--- src/rtl/uart_pkg.sv ---
// uart_pkg: definitions shared by the UART receive and transmit paths.
//   rx_state_e        receive FSM state encoding (also visible on the debug port)
//   WLS_*             word-length select codes (data bits = code + 5)
//   OS_A_DEF/OS_B_DEF default oversample ratios
//   parity_expected() parity bit a transmitter sends / a receiver expects
//   majority3()       2-of-3 vote used by the receive sampler
package uart_pkg;

  typedef enum logic [2:0] {
    ST_IDLE     = 3'd0,
    ST_START    = 3'd1,
    ST_DATA     = 3'd2,
    ST_PARITY   = 3'd3,
    ST_STOP     = 3'd4,
    ST_STOP2    = 3'd5,
    ST_BRK_WAIT = 3'd6
  } rx_state_e;

  localparam logic [1:0] WLS_5 = 2'b00;
  localparam logic [1:0] WLS_6 = 2'b01;
  localparam logic [1:0] WLS_7 = 2'b10;
  localparam logic [1:0] WLS_8 = 2'b11;

  localparam int OS_A_DEF  = 16;
  localparam int OS_B_DEF  = 13;
  localparam int PAR_WIDTH = 8;

  // Data above the word length is zero, so reducing over all 8 bits is
  // the same as reducing over the active word.
  // eps=1 (even): total ones including parity is even -> bit = ^data.
  // sp=1 (stick): the bit is the constant ~eps.
  function automatic logic parity_expected(input logic [PAR_WIDTH-1:0] data,
                                           input logic eps,
                                           input logic sp);
    logic p;
    if (sp) p = ~eps;
    else    p = eps ? (^data) : (~^data);
    return p;
  endfunction

  function automatic logic majority3(input logic a, input logic b, input logic c);
    return (a & b) | (a & c) | (b & c);
  endfunction

endpackage

--- src/rtl/uart_rx_sampler.sv ---
// uart_rx_sampler: input synchroniser and 3-sample majority voter.
//   clk, rst    system clock, synchronous active-high reset
//   rx_i        asynchronous serial input (idle high)
//   sample_en   capture the synchronised line as one of the first two votes
//   rx_sync     synchronised line level
//   bit_val     majority of the two captured votes and the current rx_sync;
//               valid on the cycle that carries the third sample point
module uart_rx_sampler
  import uart_pkg::*;
#(
  parameter int SYNC_STAGES = 2
) (
  input  logic clk,
  input  logic rst,
  input  logic rx_i,
  input  logic sample_en,
  output logic rx_sync,
  output logic bit_val
);

  logic [SYNC_STAGES-1:0] sync_q;
  logic [1:0]             smp_q;

  // The synchroniser runs every clock so that the line is settled well
  // before the next oversample tick; only the vote register is tick-gated.
  always_ff @(posedge clk) begin
    if (rst) begin
      sync_q <= '1;
      smp_q  <= 2'b11;
    end else begin
      sync_q <= {sync_q[SYNC_STAGES-2:0], rx_i};
      if (sample_en) smp_q <= {smp_q[0], rx_sync};
    end
  end

  assign rx_sync = sync_q[SYNC_STAGES-1];
  assign bit_val = majority3(smp_q[1], smp_q[0], rx_sync);

endmodule

--- src/rtl/uart_rx_frame.sv ---
// uart_rx_frame: oversampling UART receive engine (5..8 data bits, optional
// odd/even/stick parity, 1 or 2 stop bits, break and false-start detection).
//   clk, rst      system clock, synchronous active-high reset
//   baud_en       one-clock oversample tick from the baud generator
//   rx_i          asynchronous serial input, idle high
//   wls,pen,eps,sp,stb,osm_sel   frame format, latched at start detect
//   rx_data       received word, zero-extended above the word length
//   rx_valid      one-clock pulse: rx_data/pe/fe/bi updated
//   pe, fe, bi    parity error, framing error, break indication
//   rx_busy       high whenever the FSM is not idle
//   state_dbg     current FSM state
//
// Output handshake: rx_valid is a valid-only strobe with no ready/backpressure.
// It is high for exactly one clock, the clock after the tick that takes the
// first stop-bit vote; rx_data/pe/fe/bi change only on that same edge and
// hold until the next frame is published, so a consumer may sample them on
// the rx_valid cycle or any time afterwards.
module uart_rx_frame
  import uart_pkg::*;
#(
  parameter int DATA_W      = 8,   // must be >= 8 (word length is up to 8)
  parameter int SYNC_STAGES = 2,
  parameter int OS_A        = OS_A_DEF,
  parameter int OS_B        = OS_B_DEF
) (
  input  logic              clk,
  input  logic              rst,
  input  logic              baud_en,
  input  logic              rx_i,
  input  logic [1:0]        wls,
  input  logic              pen,
  input  logic              eps,
  input  logic              sp,
  input  logic              stb,
  input  logic              osm_sel,
  output logic [DATA_W-1:0] rx_data,
  output logic              rx_valid,
  output logic              pe,
  output logic              fe,
  output logic              bi,
  output logic              rx_busy,
  output rx_state_e         state_dbg
);

  localparam int OS_MAX = (OS_A > OS_B) ? OS_A : OS_B;
  localparam int TCW    = $clog2(OS_MAX);
  localparam int BCW    = $clog2(DATA_W);

  rx_state_e st_q, st_d;

  logic [TCW-1:0]    tc_q;
  logic [BCW-1:0]    bit_cnt_q;
  logic [DATA_W-1:0] data_q;
  logic              par_q;
  logic              pe_q;

  logic [1:0] cfg_wls;
  logic       cfg_pen, cfg_eps, cfg_sp, cfg_stb, cfg_osm;

  logic           rx_sync, bit_val, sample_en;
  logic [TCW-1:0] tc_last, tc_lo, tc_mid, tc_hi;
  logic [BCW-1:0] last_bit;
  logic           at_dec, at_end, stop_bi;

  // Per-frame timing from the latched oversample select.
  assign tc_last  = cfg_osm ? TCW'(OS_B - 1)     : TCW'(OS_A - 1);
  assign tc_lo    = cfg_osm ? TCW'(OS_B / 2 - 1) : TCW'(OS_A / 2 - 1);
  assign tc_mid   = cfg_osm ? TCW'(OS_B / 2)     : TCW'(OS_A / 2);
  assign tc_hi    = cfg_osm ? TCW'(OS_B / 2 + 1) : TCW'(OS_A / 2 + 1);
  assign last_bit = BCW'(cfg_wls) + BCW'(4);

  assign at_dec  = (tc_q == tc_hi);
  assign at_end  = (tc_q == tc_last);
  // Break: every data bit, the parity bit (0 when disabled) and the stop vote low.
  assign stop_bi = (data_q == '0) && !par_q && !bit_val;

  assign sample_en = baud_en && ((tc_q == tc_lo) || (tc_q == tc_mid)) &&
                     (st_q != ST_IDLE) && (st_q != ST_BRK_WAIT);

  uart_rx_sampler #(
    .SYNC_STAGES(SYNC_STAGES)
  ) u_sampler (
    .clk      (clk),
    .rst      (rst),
    .rx_i     (rx_i),
    .sample_en(sample_en),
    .rx_sync  (rx_sync),
    .bit_val  (bit_val)
  );

  // FSM state register.
  always_ff @(posedge clk) begin
    if (rst) st_q <= ST_IDLE;
    else     st_q <= st_d;
  end

  // FSM next state.
  always_comb begin
    st_d = st_q;
    if (baud_en) begin
      case (st_q)
        ST_IDLE:     if (!rx_sync) st_d = ST_START;
        ST_START: begin
          if (at_dec && bit_val) st_d = ST_IDLE;   // false start
          else if (at_end)       st_d = ST_DATA;
        end
        ST_DATA:     if (at_end && (bit_cnt_q == last_bit))
                       st_d = cfg_pen ? ST_PARITY : ST_STOP;
        ST_PARITY:   if (at_end) st_d = ST_STOP;
        ST_STOP:     if (at_dec)
                       st_d = stop_bi ? ST_BRK_WAIT : (cfg_stb ? ST_STOP2 : ST_IDLE);
        // bit_cnt_q is 0 through the rest of the first stop bit and 1
        // during the second; leave at the end of the second.
        ST_STOP2:    if (at_end && (bit_cnt_q != '0)) st_d = ST_IDLE;
        ST_BRK_WAIT: if (rx_sync) st_d = ST_IDLE;
        default:     st_d = ST_IDLE;
      endcase
    end
  end

  // FSM outputs.
  always_comb begin
    rx_busy   = (st_q != ST_IDLE);
    state_dbg = st_q;
  end

  // Counters, shift register, error capture and published outputs.
  always_ff @(posedge clk) begin
    if (rst) begin
      tc_q      <= '0;
      bit_cnt_q <= '0;
      data_q    <= '0;
      par_q     <= 1'b0;
      pe_q      <= 1'b0;
      cfg_wls   <= 2'b00;
      cfg_pen   <= 1'b0;
      cfg_eps   <= 1'b0;
      cfg_sp    <= 1'b0;
      cfg_stb   <= 1'b0;
      cfg_osm   <= 1'b0;
      rx_data   <= '0;
      rx_valid  <= 1'b0;
      pe        <= 1'b0;
      fe        <= 1'b0;
      bi        <= 1'b0;
    end else begin
      rx_valid <= 1'b0;
      if (baud_en) begin
        case (st_q)
          ST_IDLE: if (!rx_sync) begin
            cfg_wls   <= wls;
            cfg_pen   <= pen;
            cfg_eps   <= eps;
            cfg_sp    <= sp;
            cfg_stb   <= stb;
            cfg_osm   <= osm_sel;
            // The detect tick is itself tick 0 of the start bit.
            tc_q      <= TCW'(1);
            bit_cnt_q <= '0;
            data_q    <= '0;
            par_q     <= 1'b0;
            pe_q      <= 1'b0;
          end
          ST_START, ST_DATA, ST_PARITY, ST_STOP, ST_STOP2:
            tc_q <= at_end ? '0 : tc_q + TCW'(1);
          default: tc_q <= '0;
        endcase

        if (st_q == ST_DATA) begin
          if (at_dec) data_q[bit_cnt_q] <= bit_val;
          if (at_end) bit_cnt_q <= (bit_cnt_q == last_bit) ? '0 : bit_cnt_q + BCW'(1);
        end

        if ((st_q == ST_PARITY) && at_dec) begin
          par_q <= bit_val;
          pe_q  <= bit_val ^ parity_expected(data_q[PAR_WIDTH-1:0], cfg_eps, cfg_sp);
        end

        if ((st_q == ST_STOP) && at_dec) begin
          rx_data  <= data_q;
          pe       <= pe_q;
          fe       <= ~bit_val;
          bi       <= stop_bi;
          rx_valid <= 1'b1;
        end

        if ((st_q == ST_STOP2) && at_end) bit_cnt_q <= bit_cnt_q + BCW'(1);
      end
    end
  end

endmodule

--- config.mk ---
export PLATFORM = sky130hd
export DESIGN_NAME = uart_rx_frame
export DESIGN_NICKNAME = d
export VERILOG_FILES = /design/src/rtl/uart_pkg.sv /design/src/rtl/uart_rx_sampler.sv /design/src/rtl/uart_rx_frame.sv
export SDC_FILE = /design/constraint.sdc
export NUM_CORES = 1
export LEC_CHECK = 0
export ABC_AREA = 1
export CORE_AREA = 2 2 77 79
export DETAILED_ROUTE_END_ITERATION = 6
export DIE_AREA = 0 0 79 81
export PLACE_DENSITY = 0.75
export SKIP_LAST_GASP = 1
export SYNTH_ARGS = -nofsm -noshare
export SYNTH_HDL_FRONTEND = slang
export SYNTH_SLANG_ARGS = --single-unit
--- constraint.sdc ---
create_clock -name clk -period 2.6 [get_ports clk]
set_input_delay 0.52 -clock clk [delete_from_list [all_inputs] [get_ports clk]]
set_output_delay 0.52 -clock clk [all_outputs]
set_load 0.1 [all_outputs]
## Word-level counts from Yosys, hierarchy flattened

Cells that the tools add are included.

- Flip-flop bits (word level): 43
- Bits of input ports: 11
- Output and inout bits: 16
- Logic and storage cells: 127

- Add/subtract/negate cells: 3
- Magnitude comparators: 2
- Eq/ne operators: 20
- Multiplexer cells: 44
- Bitwise logic cells: 10
- Reductions and logical operators: 29

Operators with widths:

| operator | number |
|---|---|
| $mux W3 | 17 |
| $mux W8 | 6 |
| $pmux W3 S7 | 1 |
| $mux W4 | 4 |
| $eq A4 B4 Y1 | 3 |
| $logic_and A1 B1 Y1 | 12 |
| $ne A2 B2 Y1 const B | 6 |
| $mux W1 | 11 |
| $eq A3 B3 Y1 const B | 3 |
| $bwmux W8 | 1 |
| $logic_not A8 Y1 | 1 |
| $pmux W4 S2 | 1 |
| $reduce_and A8 Y1 | 1 |
| $reduce_xnor A8 Y1 | 1 |
| $reduce_xor A8 Y1 | 1 |
| $eq A3 B2 Y1 const B | 2 |
| $ne A3 B3 Y1 const B | 2 |
| $reduce_and A3 Y1 | 2 |
| $reduce_bool A3 Y1 | 2 |
| $reduce_or A5 Y1 | 1 |
| $add A4 B1 Y4 const B | 1 |
| $eq A4 B3 Y1 | 1 |
| $lt A3 B4 Y1 const B | 1 |
| $mux W2 | 2 |
| other kinds (17) | 25 |

## Longest topological paths before layout

Gate-level depths: netlist of run 1.

- Word-level depth: 8
- Mapped depth: 12
- Gate-level depth less buffers: 12

## Modules after synthesis

From an unflattened synthesis of run 1, not the netlist that was laid out.

- Cell total of the unflattened synthesis: 348
- Area total of the unflattened synthesis: 2504.9 um2

Modules (own cells, without submodules):

| module | times used | cells an instance | area each (um2) | sequential area each (um2) |
|---|---|---|---|---|
| uart_rx_frame | 1 | 330 | 2363.5 | 780.7 |
| uart_rx_sampler | 1 | 18 | 141.4 | 80.1 |

## Worst setup path after synthesis of run 1

No wires, ideal clock.

- Path type: flip-flop to flip-flop
- Start point: reg st_q[0] (netlist: state_dbg[0])
- End point: reg u_sampler.smp_q[1]
- Library setup time: 0.136 ns
- Arrival: 2.284 ns
- Data required time: 2.464 ns
- Setup slack: 0.180 ns
- Cell stages (with the launch flop): 8
- Path buffers: 0
- Period minus slack after synthesis: 2.420 ns
- Path through: dfxtp_1 -> nor2_1 -> nand2_2 -> nand2_1 -> nor3_1 -> nand2_1 -> nand2_1 -> o211ai_1

- Longest elaborated chain between the ends: 3
- Elaborated cells on any way between the ends: 4
- Those cells by class: eq/ne: 1; reduce/logical: 3

Ends and longest elaborated chain:

| element | RTL line | RTL |
|---|---|---|
| start: declaration | uart_rx_frame.sv:49 | `rx_state_e st_q, st_d;` |
| start signal: assignment | uart_rx_frame.sv:94 | `else st_q <= st_d;` |
| $reduce_bool A3 Y1 | -- |  |
| via rx_busy | uart_rx_frame.sv:41 | `output logic rx_busy,` |
| $logic_and A1 B1 Y1 | uart_rx_frame.sv:77 | `assign sample_en = baud_en && ((tc_q == tc_lo) \|\| (tc_q == tc_mid)) &&` |
| $logic_and A1 B1 Y1 | uart_rx_frame.sv:78 | `(st_q != ST_IDLE) && (st_q != ST_BRK_WAIT);` |
| end signal: assignment | uart_rx_sampler.sv:32 | `if (sample_en) smp_q <= {smp_q[0], rx_sync};` |
| end: declaration | uart_rx_sampler.sv:22 | `logic [1:0] smp_q;` |

The timed path passes the listed nets, and every way through them passes these cells.
A chain may end at the register's enable or synchronous reset.

==> results of run 1 <==
[worst paths after layout]
path                               endpoint  slack (ps)  cells after the start
max reg2reg          data_q[6]$_SDFFE_PP0P_         800                      8
min reg2reg  u_sampler.sync_q[1]$_SDFF_PP1_         420                      1
max                  data_q[4]$_SDFFE_PP0P_         680                      6
min          u_sampler.sync_q[1]$_SDFF_PP1_         420                      1
[through the flow]
| stage | instance area, um^2 | setup slack, ps | hold slack, ps |
|---|---|---|---|
| final | 2760 | 680 | 422 |
| after global routing | 2760 | 538 | 433 |
| after CTS | 2760 | 667 | 426 |
| after detailed placement | 2670 | 382 | 403 |
| after global placement | 2670 | 457 | 391 |
| after floorplan | 2410 | 180 | 389 |
[registers in the layout, indices dropped and copies added, names as in the netlist]
name / count
bit_cnt_q: 3
pe: 1
pe_q: 1
u_sampler.smp_q: 2
cfg_eps: 1
bi: 1
cfg_osm: 1
cfg_wls: 2
rx_valid: 1
tc_q: 4
cfg_sp: 1
data_q: 8
fe: 1
cfg_pen: 1
par_q: 1
rx_data: 8
state_dbg: 3
u_sampler.sync_q: 2
cfg_stb: 1
[logic make-up (layout without fill, tap and decap cells)]
family,count (synthesis),count (layout),synth area share
xor+xnor,10,10,0.0363
fa+ha+maj,7,7,0.0363
simple gates,164,164,0.314
compound gates,62,62,0.147
buf+inv,62,86,0.110
flops,43,43,0.357
[metal layers]
metal	share of wire	global-route usage	vias up
met3	0.054	0.0367	14
met1	0.47	0.229	1001
met4	0.027	0.0948	0
li1	-	-	1178
met5	0	0	-
met2	0.45	0.283	59
[placed cells by master, fill, tap and decap left out, types with 3 or more instances in the layout]
master           instances
buf_4                   19
nand4_1                  8
o21ai_0                 19
clkdlybuf4s50_1         10
nand3_2                  3
ha_1                     7
nand2_1                 73
nand3_1                 31
nor3_1                   3
nor2_1                  30
a21oi_1                 30
nor2_2                   3
inv_1                   43
dfxtp_1                 43
o211ai_1                 3
xor2_1                   8
inv_2                    6
nand2_2                  3
clkbuf_8                 5
[where the power goes]
part | total (mW) | switching [mW] | internal, mW
combinational | 0.819 | 0.604 | 0.216
sequential | 0.765 | 0.0649 | 0.701
clock | 0.442 | 0.250 | 0.192
[layout make-up]
class                      instances  area share
clock inverter                     3     0.00861
sequential                        43       0.312
tap                               75      0.0340
inverter                          49      0.0666
multi-input combinational        243       0.466
timing repair buffer              29      0.0879
clock buffer                       5      0.0249
==> qor.csv, run 1 <==
metric;value;unit
synth_commonest_cells;nand2_1 (73), dfxtp_1 (43), inv_1 (43);
die_x;79;um
critical_path.cell_chain;clkdlybuf4s50_1 > inv_1 > nor2_1 > nand2_1 > or3_1 > a21oi_1;
place_inst;439;
slew_headroom;0.536;
drv_cap;0;
pin_count;27;
critPathLaunch;baud_en;
syn_inst;348;
via_per_inst;5.04;
routedWlPerCell;11.7;um
ys_warn_count;0;
crit_family;buffers and inverters;
fin_nets;389;
register_area;861;um^2
synth_ff_type;dfxtp_1;
clockBufferDepth;2;
clkSinkCount;43;
rr_startpoint;state_dbg[0]$_SDFFE_PP0P_;
area_growth;14.4;%
row_count;28;
wirelength;5250;um
hold_viol;0;
drc;0;
grt_overflow;0;
antenna_found_initial;0;
cts_setup_buffers;0;
netlist-cell-type-count;36;
arrival;2160;ps
tritoncts;yes;
rsz0062_at_grt;false;
ir_drop;0.523;mV
grt_max_degree;27;
cts_resized;0;
fillers;610;
slowest_delay;720;ps
firstDrtPassIters;7;
cts_buffers;5;
first_iter_violations;186;
required;2840;ps
dr_total_vias;2252;
seq_area_frac_synth;0.357;
critical_path_class;in2reg;
grt_pass1_wl;8910;um
end_kind;flop;
synthArstFlopShare;0;
cp.buffers_inverters;2;
grt_pass1_vias;1991;
multi_input_area;1290;um^2
max_slew.worst_pin.slew;694;ps
antenna_cells;0;
fin_skew;5.71;ps
power.density;734;nW/um^2
max_freq;521;MHz
portBuffers;26;
grt_util_all_layers;0.178;
gp_congestion;0.901;
worst_skew_pair.late_latency;300;ps
final_max_slew_viol_count;0;
synthTopCellsByArea;dfxtp_1 (36%), nand2_1 (11%), inv_1 (6.7%);
die_y;81;um
synth_top_area_cell;dfxtp_1;
cp-start-kind;primary input;
synth_most_common_cell;nand2_1;
finish.utilization;0.486;
cts.clk_slew.worst_paths;80;ps
hold_class;reg2reg;
htreeDepth;2;
hold_buffers;0;
final.min_clock_period;1920;ps
slowest_stage;clkdlybuf4s50_1;
ys_seq_elements;43;
hp-start;u_sampler.sync_q[0]$_SDFF_PP1_;
cp_max_fo;11;
setup_viol;0;
synth_edf_count;0;
syn_area;2410;um^2
period_share;0.739;
status;finished clean;
root_buffer;clkbuf_8;
dp_hpwl;3910;um
leakagePower;1.17;nW
synth_top_area_frac;0.357;
syn_nets;366;
fin_setup_tns;0;ps
synth_area_per_cell;6.94;um^2
power;2.03;mW
core-area;5680;um^2
fin_cells;447;
initial_core_util;0.425;
die_area;6400;um^2
detail-route-antenna-nets;0;
drive_gt1_frac;0.140;
No activity file was read; power rests on OpenSTA's default activity.
==> inputs of run 2 (changes only) <==
- clock period: 2.6 -> 1.9 ns (I/O delays scaled with it)
==> run 2 against run 1 <==
Core utilization rose by 3.1 points. Sequential power up 41%. Register-to-register slack got worse by 610 ps. First-iteration DRC count increased by 24%. Critical path type is now reg2reg. Global-route usage up 0.57 points.
==> qor.csv, run 2 (same netlist as run 1, synthesis figures left out) <==
metric;value;unit
status;finished clean;
drv_cap;0;
final.min_clock_period;1710;ps
dr_total_vias;2359;
initial_core_util;0.425;
grt_util_all_layers;0.184;
cts_setup_buffers;0;
via_per_inst;5.16;
wirelength;5620;um
die_area;6400;um^2
routedWlPerCell;12.3;um
grt_overflow;0;
clkSinkCount;43;
hold_end;u_sampler.sync_q[1]$_SDFF_PP1_;
rsz0062_at_grt;false;
required;2090;ps
antenna_cells;0;
p_sw;1.30;mW
power.density;1100;nW/um^2
fin_nets;399;
hp-start;u_sampler.sync_q[0]$_SDFF_PP1_;
drc;0;
slew_headroom;0.713;
gp_congestion;0.889;
hold_class;reg2reg;
pin_count;27;
end_kind;flop;
antenna_found_initial;0;
grt_pass1_wl;9480;um
arrival;1900;ps
max_slew.worst_pin.slew;426;ps
cp_max_fo;8;
detail-route-antenna-nets;0;
first_iter_violations;231;
internal-power;1.93;mW
rr_startpoint;state_dbg[0]$_SDFFE_PP0P_;
reg2regPathDepth;9;
ir_drop;0.739;mV
hold_viol;0;
pwr-share-clk;0.261;
die_y;81;um
hold_buffers;0;
root_buffer;clkbuf_8;
register_area;865;um^2
portBuffers;26;
holdPathStages;1;
period_share;0.899;
worst_slack;192;ps
p_comb_frac;0.405;
finish.utilization;0.517;
setup_viol;0;
multi_input_area;1290;um^2
die_x;79;um
worst_skew_pair.late_latency;300;ps
row_count;28;
hold-worst-slack;426;ps
swShare;0.404;
layout_commonest_cell;nand2_1;
cp-start-kind;flop;
clockBufferDepth;2;
leakagePower;1.26;nW
fillers;582;
firstDrtPassIters;5;
sequentialPowerShare;0.335;
tritoncts;yes;
fin_skew;7.04;ps
dp_worst_setup_slack;42.4;ps
final_max_slew_viol_count;0;
htreeDepth;2;
drive_gt1_frac;0.170;
max_freq;585;MHz
cts_resized;0;
r2r-end;par_q$_SDFFE_PP0P_;
cts_buffers;5;
r2r_slack;190;ps
grt_pass1_vias;2133;
area_growth;21.7;%
core-area;5680;um^2
layout_common_cells;nand2_1 (73), inv_1 (43), dfxtp_1 (40);
biggestRegsByFlops;data_q: 8 flops, rx_data: 8 flops, tc_q: 4 flops;
cts.clk_slew.worst_paths;90;ps
dp_hpwl;4170;um
grt_max_degree;24;
fin_setup_tns;0;ps
critical_path_class;reg2reg;
power;3.23;mW
==> run 2: cell types whose count changed in the layout (fill, tap and decap cells not counted), sizes merged <==
cell      before  now
clkinvlp       2    0
bufinv         0    2
clkbuf         5    6
inv           50   49
buf           19   29
==> run 2: worst max-delay path by stage <==
stage	endpoint	cells after the start	from	slack, ps
floorplan	u_sampler.smp_q[1]$_SDFFE_PP1P_	8	state_dbg[1]$_SDFFE_PP0P_	50
detailed placement	state_dbg[0]$_SDFFE_PP0P_	9	baud_en	40
global route	state_dbg[2]$_SDFFE_PP0P_	11	tc_q[0]$_SDFFE_PP0P_	20
finish	par_q$_SDFFE_PP0P_	9	state_dbg[0]$_SDFFE_PP0P_	190
global placement	state_dbg[0]$_SDFFE_PP0P_	9	baud_en	100
CTS	state_dbg[2]$_SDFFE_PP0P_	11	tc_q[0]$_SDFFE_PP0P_	240
==> run 2: cell type report <==
class	instances	share of cell area
timing repair buffer	39	0.125
sequential	43	0.294
clock inverter	2	0.0205
tap	75	0.0320
multi-input combinational	243	0.441
clock buffer	6	0.0247
inverter	49	0.0626
==> run 2: layer usage <==
| metal | GRT usage | vias up | part of all wire |
|---|---|---|---|
| li1 | - | 1191 | - |
| met1 | 0.231 | 1062 | 0.45 |
| met2 | 0.313 | 92 | 0.47 |
| met3 | 0.0356 | 14 | 0.060 |
| met4 | 0.0707 | 0 | 0.019 |
| met5 | 0 | - | 0 |
==> run 2: power groups by stage <==
stage / Clock, mW / Combinational [mW] / Sequential (mW)
global placement: 0 / 1.27 / 1.10
finish: 0.842 / 1.31 / 1.08
CTS: 0.848 / 1.30 / 1.08
global route: 0.896 / 1.39 / 1.09
floorplan: 0 / 0.759 / 1.24
detailed placement: 0 / 1.28 / 1.10
==> run 2: stage by stage <==
| stage | instance area, um^2 | std cells |
|---|---|---|
| 2_1_floorplan | 2420 | 348 |
| 3_3_place_gp | 2800 | 449 |
| 3_5_place_dp | 2800 | 449 |
| 4_1_cts | 2940 | 457 |
| 5_1_grt | 2940 | 457 |
| 6_report | 2940 | 457 |
==> run 2: worst max-delay path, cell delays in order, from the launching register on <==
cell	delay [ps]
dfxtp_2	400
nor2_2	250
nand2_4	110
nor2_1	140
nand2_1	220
buf_4	240
nand2_1	60
inv_1	50
nand2_1	60
a21oi_1	60
